$ cat config.mk
export PLATFORM = sky130hd
export DESIGN_NAME = bcd_to_bin_serial_flat
export DESIGN_NICKNAME = d
export VERILOG_FILES = /design/src/rtl/bcd_to_bin_serial_if.sv /design/src/rtl/bcd_to_bin_serial.sv /design/src/flat_wrapper.sv
export SDC_FILE = /design/constraint.sdc
export NUM_CORES = 1
export LEC_CHECK = 0
export ABC_CLOCK_PERIOD_IN_PS = 1600
export CAP_MARGIN = 0
export CORE_ASPECT_RATIO = 0.6
export CORE_MARGIN = 3
export CORE_UTILIZATION = 50
export CTS_CLUSTER_SIZE = 24
export DETAILED_ROUTE_END_ITERATION = 12
export PLACE_DENSITY = 0.76
export SETUP_SLACK_MARGIN = 0.5
export SLEW_MARGIN = 15
export SYNTH_ARGS = -nofsm -noshare
export SYNTH_HDL_FRONTEND = slang
export SYNTH_SLANG_ARGS = --single-unit
$ cat constraint.sdc
create_clock -name clk -period 1.6 [get_ports clk]
set_input_delay 0.4 -clock clk [delete_from_list [all_inputs] [get_ports clk]]
set_output_delay 0.4 -clock clk [all_outputs]
set_load 0.02 [all_outputs]
$ cat src/rtl/bcd_to_bin_serial_if.sv
// rtl/bcd_to_bin_serial_if.sv - input/output handshake bundle for the serial BCD-to-binary decoder
// slave is the decoder side; master is the producer/consumer side.
interface bcd_to_bin_serial_if #(
    parameter int NDIGITS = 3,
    parameter int BIN_W   = 10
);
    logic                   in_valid;
    logic                   in_ready;
    logic [4*NDIGITS-1:0]   bcd_in;
    logic                   out_valid;
    logic                   out_ready;
    logic [BIN_W-1:0]       bin_out;
    logic                   err;

    modport slave (
        input  in_valid, bcd_in, out_ready,
        output in_ready, out_valid, bin_out, err
    );

    modport master (
        output in_valid, bcd_in, out_ready,
        input  in_ready, out_valid, bin_out, err
    );
endinterface

$ cat src/rtl/bcd_to_bin_serial.sv
// rtl/bcd_to_bin_serial.sv - iterative reverse double-dabble BCD-to-binary decoder
// One shift per clock; malformed digits short-circuit straight to the result state.
module bcd_to_bin_serial #(
    parameter int NDIGITS = 3,
    parameter int BIN_W   = 10
) (
    input  logic                 clk,
    input  logic                 rst,
    bcd_to_bin_serial_if.slave   bus
);
    localparam int BCD_W = 4 * NDIGITS;
    localparam int CNT_W = $clog2(BIN_W + 1);
    localparam logic [CNT_W-1:0] LAST_CNT = CNT_W'(BIN_W - 1);

    typedef enum logic [1:0] {
        IDLE  = 2'd0,
        SHIFT = 2'd1,
        DONE  = 2'd2
    } state_t;

    state_t             state_q, state_d;
    logic [BCD_W-1:0]   bcd_q, bcd_d;
    logic [BIN_W-1:0]   bin_q, bin_d;
    logic [CNT_W-1:0]   cnt_q, cnt_d;
    logic               err_q, err_d;

    logic               bad_digit;
    logic [BCD_W-1:0]   bcd_shifted;
    logic [BCD_W-1:0]   bcd_fixed;

    always_comb begin
        bad_digit = 1'b0;
        for (int i = 0; i < NDIGITS; i++) begin
            if (bus.bcd_in[4*i +: 4] > 4'd9) begin
                bad_digit = 1'b1;
            end
        end
    end

    // A digit whose MSB is set after halving borrowed 10/2 from its neighbour; -3 restores base 10.
    always_comb begin
        bcd_shifted = bcd_q >> 1;
        bcd_fixed   = bcd_shifted;
        for (int i = 0; i < NDIGITS; i++) begin
            if (bcd_shifted[4*i+3]) begin
                bcd_fixed[4*i +: 4] = bcd_shifted[4*i +: 4] - 4'd3;
            end
        end
    end

    always_comb begin
        state_d = state_q;
        bcd_d   = bcd_q;
        bin_d   = bin_q;
        cnt_d   = cnt_q;
        err_d   = err_q;
        case (state_q)
            IDLE: begin
                if (bus.in_valid) begin
                    bcd_d   = bus.bcd_in;
                    bin_d   = '0;
                    cnt_d   = '0;
                    err_d   = bad_digit;
                    state_d = bad_digit ? DONE : SHIFT;
                end
            end
            SHIFT: begin
                bcd_d = bcd_fixed;
                bin_d = {bcd_q[0], bin_q[BIN_W-1:1]};
                cnt_d = cnt_q + 1'b1;
                if (cnt_q == LAST_CNT) begin
                    state_d = DONE;
                end
            end
            DONE: begin
                if (bus.out_ready) begin
                    state_d = IDLE;
                end
            end
            default: begin
                state_d = IDLE;
            end
        endcase
    end

    always_ff @(posedge clk or posedge rst) begin
        if (rst) begin
            state_q <= IDLE;
            bcd_q   <= '0;
            bin_q   <= '0;
            cnt_q   <= '0;
            err_q   <= 1'b0;
        end else begin
            state_q <= state_d;
            bcd_q   <= bcd_d;
            bin_q   <= bin_d;
            cnt_q   <= cnt_d;
            err_q   <= err_d;
        end
    end

    assign bus.in_ready  = (state_q == IDLE);
    assign bus.out_valid = (state_q == DONE);
    assign bus.bin_out   = bin_q;
    assign bus.err       = err_q;
endmodule
$ cat src/flat_wrapper.sv
// flat-port wrapper written by rule: the top's interface ports become plain ports
module bcd_to_bin_serial_flat 
#(
    parameter int NDIGITS = 3,
    parameter int BIN_W   = 10
)
  (clk, rst, bus_in_valid, bus_bcd_in, bus_out_ready, bus_in_ready, bus_out_valid, bus_bin_out, bus_err);
  bcd_to_bin_serial_if #(.NDIGITS(NDIGITS), .BIN_W(BIN_W)) bus_i ();
  input  logic clk;
  input  logic rst;
  input wire logic [$bits(bus_i.in_valid)-1:0] bus_in_valid;
  input wire logic [$bits(bus_i.bcd_in)-1:0] bus_bcd_in;
  input wire logic [$bits(bus_i.out_ready)-1:0] bus_out_ready;
  output wire logic [$bits(bus_i.in_ready)-1:0] bus_in_ready;
  output wire logic [$bits(bus_i.out_valid)-1:0] bus_out_valid;
  output wire logic [$bits(bus_i.bin_out)-1:0] bus_bin_out;
  output wire logic [$bits(bus_i.err)-1:0] bus_err;
  assign bus_i.in_valid = bus_in_valid;
  assign bus_i.bcd_in = bus_bcd_in;
  assign bus_i.out_ready = bus_out_ready;
  assign bus_in_ready = bus_i.in_ready;
  assign bus_out_valid = bus_i.out_valid;
  assign bus_bin_out = bus_i.bin_out;
  assign bus_err = bus_i.err;
  bcd_to_bin_serial #(.NDIGITS(NDIGITS), .BIN_W(BIN_W)) u_core (.clk(clk), .rst(rst), .bus(bus_i));
endmodule
# Word level (Yosys, flattened, before mapping)
# Index checks and enable logic that the tools add are counted.
# totals
output_inout_bits	13
register_bits	29
# classes
reduce_logical	5
addsub	3
n_lt_le_gt_ge	3
mux	16
eq_ne	6
# op_table
op	count
one-hot mux 12 bit (2 select lines)	1
one-hot mux 10 bit (2 select lines)	1
> comparator 4 bit (second input constant)	3
2-to-1 mux 12 bit	1
2-to-1 mux 4 bit	3
2-to-1 mux 10 bit	1
2-to-1 mux 2 bit	4
one-hot mux 4 bit (2 select lines)	1
subtractor 4 x 2 -> 4 bit (second input constant)	2
one-hot mux 2 bit (3 select lines)	1
adder 4 x 1 -> 4 bit (second input constant)	1
equality test 4 bit (second input constant)	1
inequality test 2 bit (second input constant)	2
AND reduction 2 bit	2
2-to-1 mux 1 bit	3
AND reduction 3 bit	1
equality test 2 x 1 -> 1 bit (second input constant)	1
equality test 2 bit (second input constant)	1
zero test 2 bit	1
inequality test 2 x 1 -> 1 bit (second input constant)	1
nonzero test 2 bit	1

# Longest topological paths before layout
# logic_depth
ltp_word	7
depth_mapped	6

# Least setup slack after synthesis
# OpenSTA, ideal clock, no wires.
# synth_path
path_kind	register -> register
start	register u_core.state_q[1]
end	register u_core.bcd_q[3]
setup_ps	125
t_arrival_ps	1323
path_stages_with_launch	6
t_required_ps	1475
slack_ps	152
path_cell_list	dfrtp_1 buf_2 nor2_1 nand2_1 o221ai_1 a2bb2oi_1
# synth_between
elab_chain_len	3
elab_cells_between_ends	6
classes_between	eq/ne: 2; mux: 1; reduce/logical: 3
# synth_rtl
element	line	source
start: declaration	bcd_to_bin_serial.sv:21	state_t state_q, state_d;
start signal: assignment	bcd_to_bin_serial.sv:94	state_q <= state_d;
zero test 2 bit (*)	-	
via bus_in_ready	flat_wrapper.sv:14	output wire logic [$bits(bus_i.in_ready)-1:0] bus_in_ready;
inequality test 2 bit (no source line) or nonzero test 2 bit (tied branches)	-	
AND reduction 2 bit (no source line)	-	
end signal: assignment	bcd_to_bin_serial.sv:89	bcd_q <= '0;
end signal: assignment	bcd_to_bin_serial.sv:95	bcd_q <= bcd_d;
end: declaration	bcd_to_bin_serial.sv:22	logic [BCD_W-1:0] bcd_q, bcd_d;
# Mark *: on every way through the listed nets, which the timed path passes. The rest lies on a longest branch.
# A chain may end at the register's enable or synchronous reset.

# Worst setup path in the final report
# layout_path
start	register u_core.state_q[0]
end	register u_core.bcd_q[4]
# layout_between
elab_chain_len	3
elab_cells_between_ends	6
classes_between	eq/ne: 2; mux: 1; reduce/logical: 3
# layout_rtl
element	line	source
equality test 2 x 1 -> 1 bit or zero test 2 bit (tied branches)	bcd_to_bin_serial.sv:57	case (state_q)
nonzero test 2 bit (no source line) or inequality test 2 bit (tied branches)	-	
AND reduction 2 bit (no source line)	-	
# Several ways; a longest one is shown, not always the timed one.

==> metrics list <==
* Number of global-route vias before repair: about 1300
- The first global-routing pass estimated roughly 6600 um of wire.
* Number of sinks on the clock net: 29
- Synth-to-layout area growth: 63.5%
- Worst setup path startpoint: u_core.state_q[0]$_DFFE_PP0P_
- The Yosys step of the flow raised 0 warnings.
* Stages on worst setup path: 6
* Number of standard-cell rows in the floorplan: 14
- Synthesis instantiated 31 different standard cells from the library.
- On the final layout, the worst clock skew is 3.33 ps.
* # hold bufs at CTS: 0
- Detailed-placement wirelength estimate: 2280 um
* Static leakage power: approximately 0.0011 uW
* Leading cell types by total area after synthesis: sky130_fd_sc_hd__dfrtp_1 52%, sky130_fd_sc_hd__a22o_1 6.9%, sky130_fd_sc_hd__o21ai_0 5.7%
- Status: complete, no violations
- Following the worst setup path forward leads to its endpoint at u_core.bcd_q[4]$_DFFE_PP0P_.
- Measured along the y axis, the die boundary spans between 40 and 50 um.
- Sum of met3 wire segment lengths after detailed routing: between 400 and 500 um
- Timing analysis after detailed placement gives a worst setup slack of -121 ps.
- In the layout the commonest cells are 30 x sky130_fd_sc_hd__buf_4, 27 x sky130_fd_sc_hd__dfrtp_1, 16 x sky130_fd_sc_hd__buf_6.
* Initial DRC count: around 250
- Commonest non-fill, non-tap cell in the layout: sky130_fd_sc_hd__buf_4
- Critical path capture point type: flop
- Vias: approximately 1400
- RSZ-0062 raised after global routing: true
* Routed wirelength normalized by instance count: ~21 um
* Number of hold-slack violations in the final timing report: 0
- In the final design database the tool counted around 220 nets.
* Final setup viols: 0
* # fillers: roughly 100
- CP delay by family, top: simple AND/OR/NAND/NOR gates
* Final setup slack of the worst path: about 150 ps
- Summed over all layers, the routed wires come to between 4000 and 5000 um.
* Number of top-level design ports: 29
- CTS tree: yes
* Maximum vdd ir drop: between 1 and 1.5 mV
* Share of the clock period used by the worst path: 0.906
- Critical register-to-register path startpoint: u_core.state_q[0]$_DFFE_PP0P_
- Worst flop-to-flop path endpoint: u_core.bcd_q[4]$_DFFE_PP0P_
* Number of routed nets with antenna violations: 0
- The worst setup path is of the reg2reg kind.
* GPL Wtd Cong: between 0.8 and 0.9
- Largest stage delay, worst path: around 450 ps
* Remaining Overflow, GRT: 0
* Upper clock frequency limit: approximately 690 MHz
* Buffer levels on the longest clock path: 2
- Entering global routing, the biggest net connects 30 pins.
- The initial antenna violation count came to 0.
* Dominant register cell in the synthesized netlist: sky130_fd_sc_hd__dfrtp_1
* Area enclosed by the die boundary: ~3500 sq um
* Syn nets: approximately 150
- Hold is met by between 400 and 500 ps.
- CTS H-Tree Depth: 2
* Worst-skew pair later-pin latency: between 200 and 300 ps
- Uppermost metal layer occupied by signal nets: met4
* Number of inserted diodes: 0
- Critical Path Start Type: flop
- The first detailed-routing pass ran for 4 iterations.
* Clock root buffer: sky130_fd_sc_hd__clkbuf_8
- After detailed routing, the wire length on met1 is just under 2000 um.
- Hold/Removal Path Class: in2async
- Highest-delay cell along the critical path: sky130_fd_sc_hd__dfrtp_2
* Pins Over Slew Limit: 0
- Mean post-synth cell area: ~11 sq um
- R2r setup slk: 150 ps
- R2R cell count: 6
- Buffer and inverter count on the worst path: 2
- At the pin with the least slew margin, the transition time is approximately 380 ps.
- The initial utilization of the core area, before any placement, comes to 0.542.
- Final instance area: 2290 sq um
- Clock-pin slew was measured on the worst setup and hold paths at roughly 70 ps.
- Worst-path fanout max: 8
- Met2 WL: 2300 um
- Power density relative to cell area: 1580 nW/um^2
* Biggest area consumer among synthesized cells: sky130_fd_sc_hd__dfrtp_1
- Register bit total from synthesis: 29
- Portion of synthesized cell area occupied by the leading cell type: 0.517
* Number of instances in the synthesized netlist: 131
- Width of the die: about 74 um
* Synthesized area: roughly 1400 sq um
- Walking the worst path, the cells encountered are buf_6 > buf_12 > nor2_4 > or2_4 > nand2_1 > o21ai_1.
- Buffers on Ports: 28
- In the global route stage, overall resource usage came out at 0.265.
- Vias per cell: approximately 6.1
- Post-synth EDFFs: 0
- The number of clock buffers added by TritonCTS is 5.
- The placed instances occupy a cell area of roughly 1800 sq um.
- The smallest clock period supported by the final layout is computed as approximately 1400 ps.
* Share of final-layout standard cells stronger than drive strength 1: 0.470
* Number of max-capacitance violations reported: 0
- The region available for standard cell placement spans roughly 2600 sq um.
- Register cell area after layout: roughly 730 sq um
- In the final layout, the multi-input gates occupy about 800 sq um.
- In this run the tightest slew margin relative to its limit is 0.748.
- Fraction of the yosys area taken by sequential cells: 0.517
- Drc violations: 0
- Data on the critical path is required at its endpoint by approximately 1800 ps.
* Worst endpoint data arrival time: about 1700 ps
- Fraction of synthesis flops using an asynchronous set or reset pin: 1.00
-- registers in the layout (all words and copies together), names as in the netlist --
register            flops
u_core.cnt_q            4
u_core.bus.bin_out     10
u_core.bcd_q           12
u_core.state_q          2
u_core.bus.err          1
-- per-stage QoR --
| stage | TNS (ps) | power (uW) | std cells | utilization |
|---|---|---|---|---|
| floorplan | 0 | 1990 | 131 | - |
| global placement | -1340 | 2250 | 193 | 0.694 |
| detailed placement | -2070 | 2310 | 193 | 0.694 |
| CTS | 0 | 3300 | 219 | 0.823 |
| global route | 0 | 3790 | 230 | 0.885 |
| finish | 0 | 3630 | 230 | 0.885 |
-- layer usage --
layer  global-route usage  vias to the layer above
met5                    0                        -
met3               0.0876                       24
li1                     -                      610
met4                0.110                        0
met1                0.359                      697
met2                0.398                       79
-- repair_timing --
action	in CTS	in global routing
gates resized for setup	100	29
setup endpoints to repair	42	42
pin swaps	5	15
hold endpoints to repair	0	0
setup buffers	14	10
cloned	4	1
-- power breakdown --
part / switching (uW) / total (uW) / internal [uW]
combinational: 784 / 1610 / 828
clock: 298 / 805 / 507
sequential: 271 / 1210 / 940
-- worst register-to-register path: stages, from the launching register on --
cell and delay [ps]:
sky130_fd_sc_hd__dfrtp_2 450, sky130_fd_sc_hd__buf_6 150, sky130_fd_sc_hd__buf_12 140, sky130_fd_sc_hd__nor2_4 190, sky130_fd_sc_hd__or2_4 230, sky130_fd_sc_hd__nand2_1 80, sky130_fd_sc_hd__o21ai_1 120
-- cell usage after synthesis, types with 2 or more instances --
| cell type | count |
|---|---|
| sky130_fd_sc_hd__dfrtp_1 | 29 |
| sky130_fd_sc_hd__o21ai_0 | 16 |
| sky130_fd_sc_hd__nand2_1 | 13 |
| sky130_fd_sc_hd__a22o_1 | 11 |
| sky130_fd_sc_hd__nor2_1 | 7 |
| sky130_fd_sc_hd__o22ai_1 | 5 |
| sky130_fd_sc_hd__ha_1 | 4 |
| sky130_fd_sc_hd__nand2b_1 | 4 |
| sky130_fd_sc_hd__a22oi_1 | 3 |
| sky130_fd_sc_hd__buf_2 | 3 |
| sky130_fd_sc_hd__inv_1 | 3 |
| sky130_fd_sc_hd__mux2_2 | 3 |
| sky130_fd_sc_hd__mux2i_1 | 3 |
| sky130_fd_sc_hd__nor2b_1 | 3 |
| sky130_fd_sc_hd__xor2_1 | 3 |
| sky130_fd_sc_hd__a21o_1 | 2 |
| sky130_fd_sc_hd__a21oi_1 | 2 |
| sky130_fd_sc_hd__buf_6 | 2 |
| sky130_fd_sc_hd__clkbuf_1 | 2 |
| sky130_fd_sc_hd__xnor2_1 | 2 |
-- how the worst min path moves through the flow --
stage / from / endpoint / slack, ps / depth (start not counted)
5_1_grt: rst / u_core.state_q[1]$_DFFE_PP0P_ / 530 / 3
6_report: rst / u_core.bus.bin_out[0]$_DFFE_PP0P_ / 500 / 3
3_5_place_dp: u_core.bcd_q[10]$_DFFE_PP0P_ / u_core.bcd_q[10]$_DFFE_PP0P_ / 470 / 2
4_1_cts: u_core.bcd_q[10]$_DFFE_PP0P_ / u_core.bcd_q[10]$_DFFE_PP0P_ / 480 / 2
3_3_place_gp: u_core.bcd_q[10]$_DFFE_PP0P_ / u_core.bcd_q[10]$_DFFE_PP0P_ / 460 / 2
2_1_floorplan: u_core.bcd_q[10]$_DFFE_PP0P_ / u_core.bcd_q[10]$_DFFE_PP0P_ / 450 / 2
-- logic make-up after synthesis --
| kind of cell | after synthesis | synth area share |
|---|---|---|
| simple gates | 31 | 0.106 |
| buf+inv | 11 | 0.0455 |
| compound gates | 45 | 0.219 |
| xor+xnor | 5 | 0.0312 |
| fa+ha+maj | 4 | 0.0357 |
| mux | 6 | 0.0455 |
| flops | 29 | 0.517 |
-- cell type report --
type                       count  share of cell area
clock buffer                   7              0.0376
clock inverter                 1              0.0131
inverter                       3             0.00491
multi-input combinational     95               0.349
sequential                    29               0.317
tap                           32              0.0174
timing repair buffer          63               0.261
No activity file was read; power rests on OpenSTA's default activity.
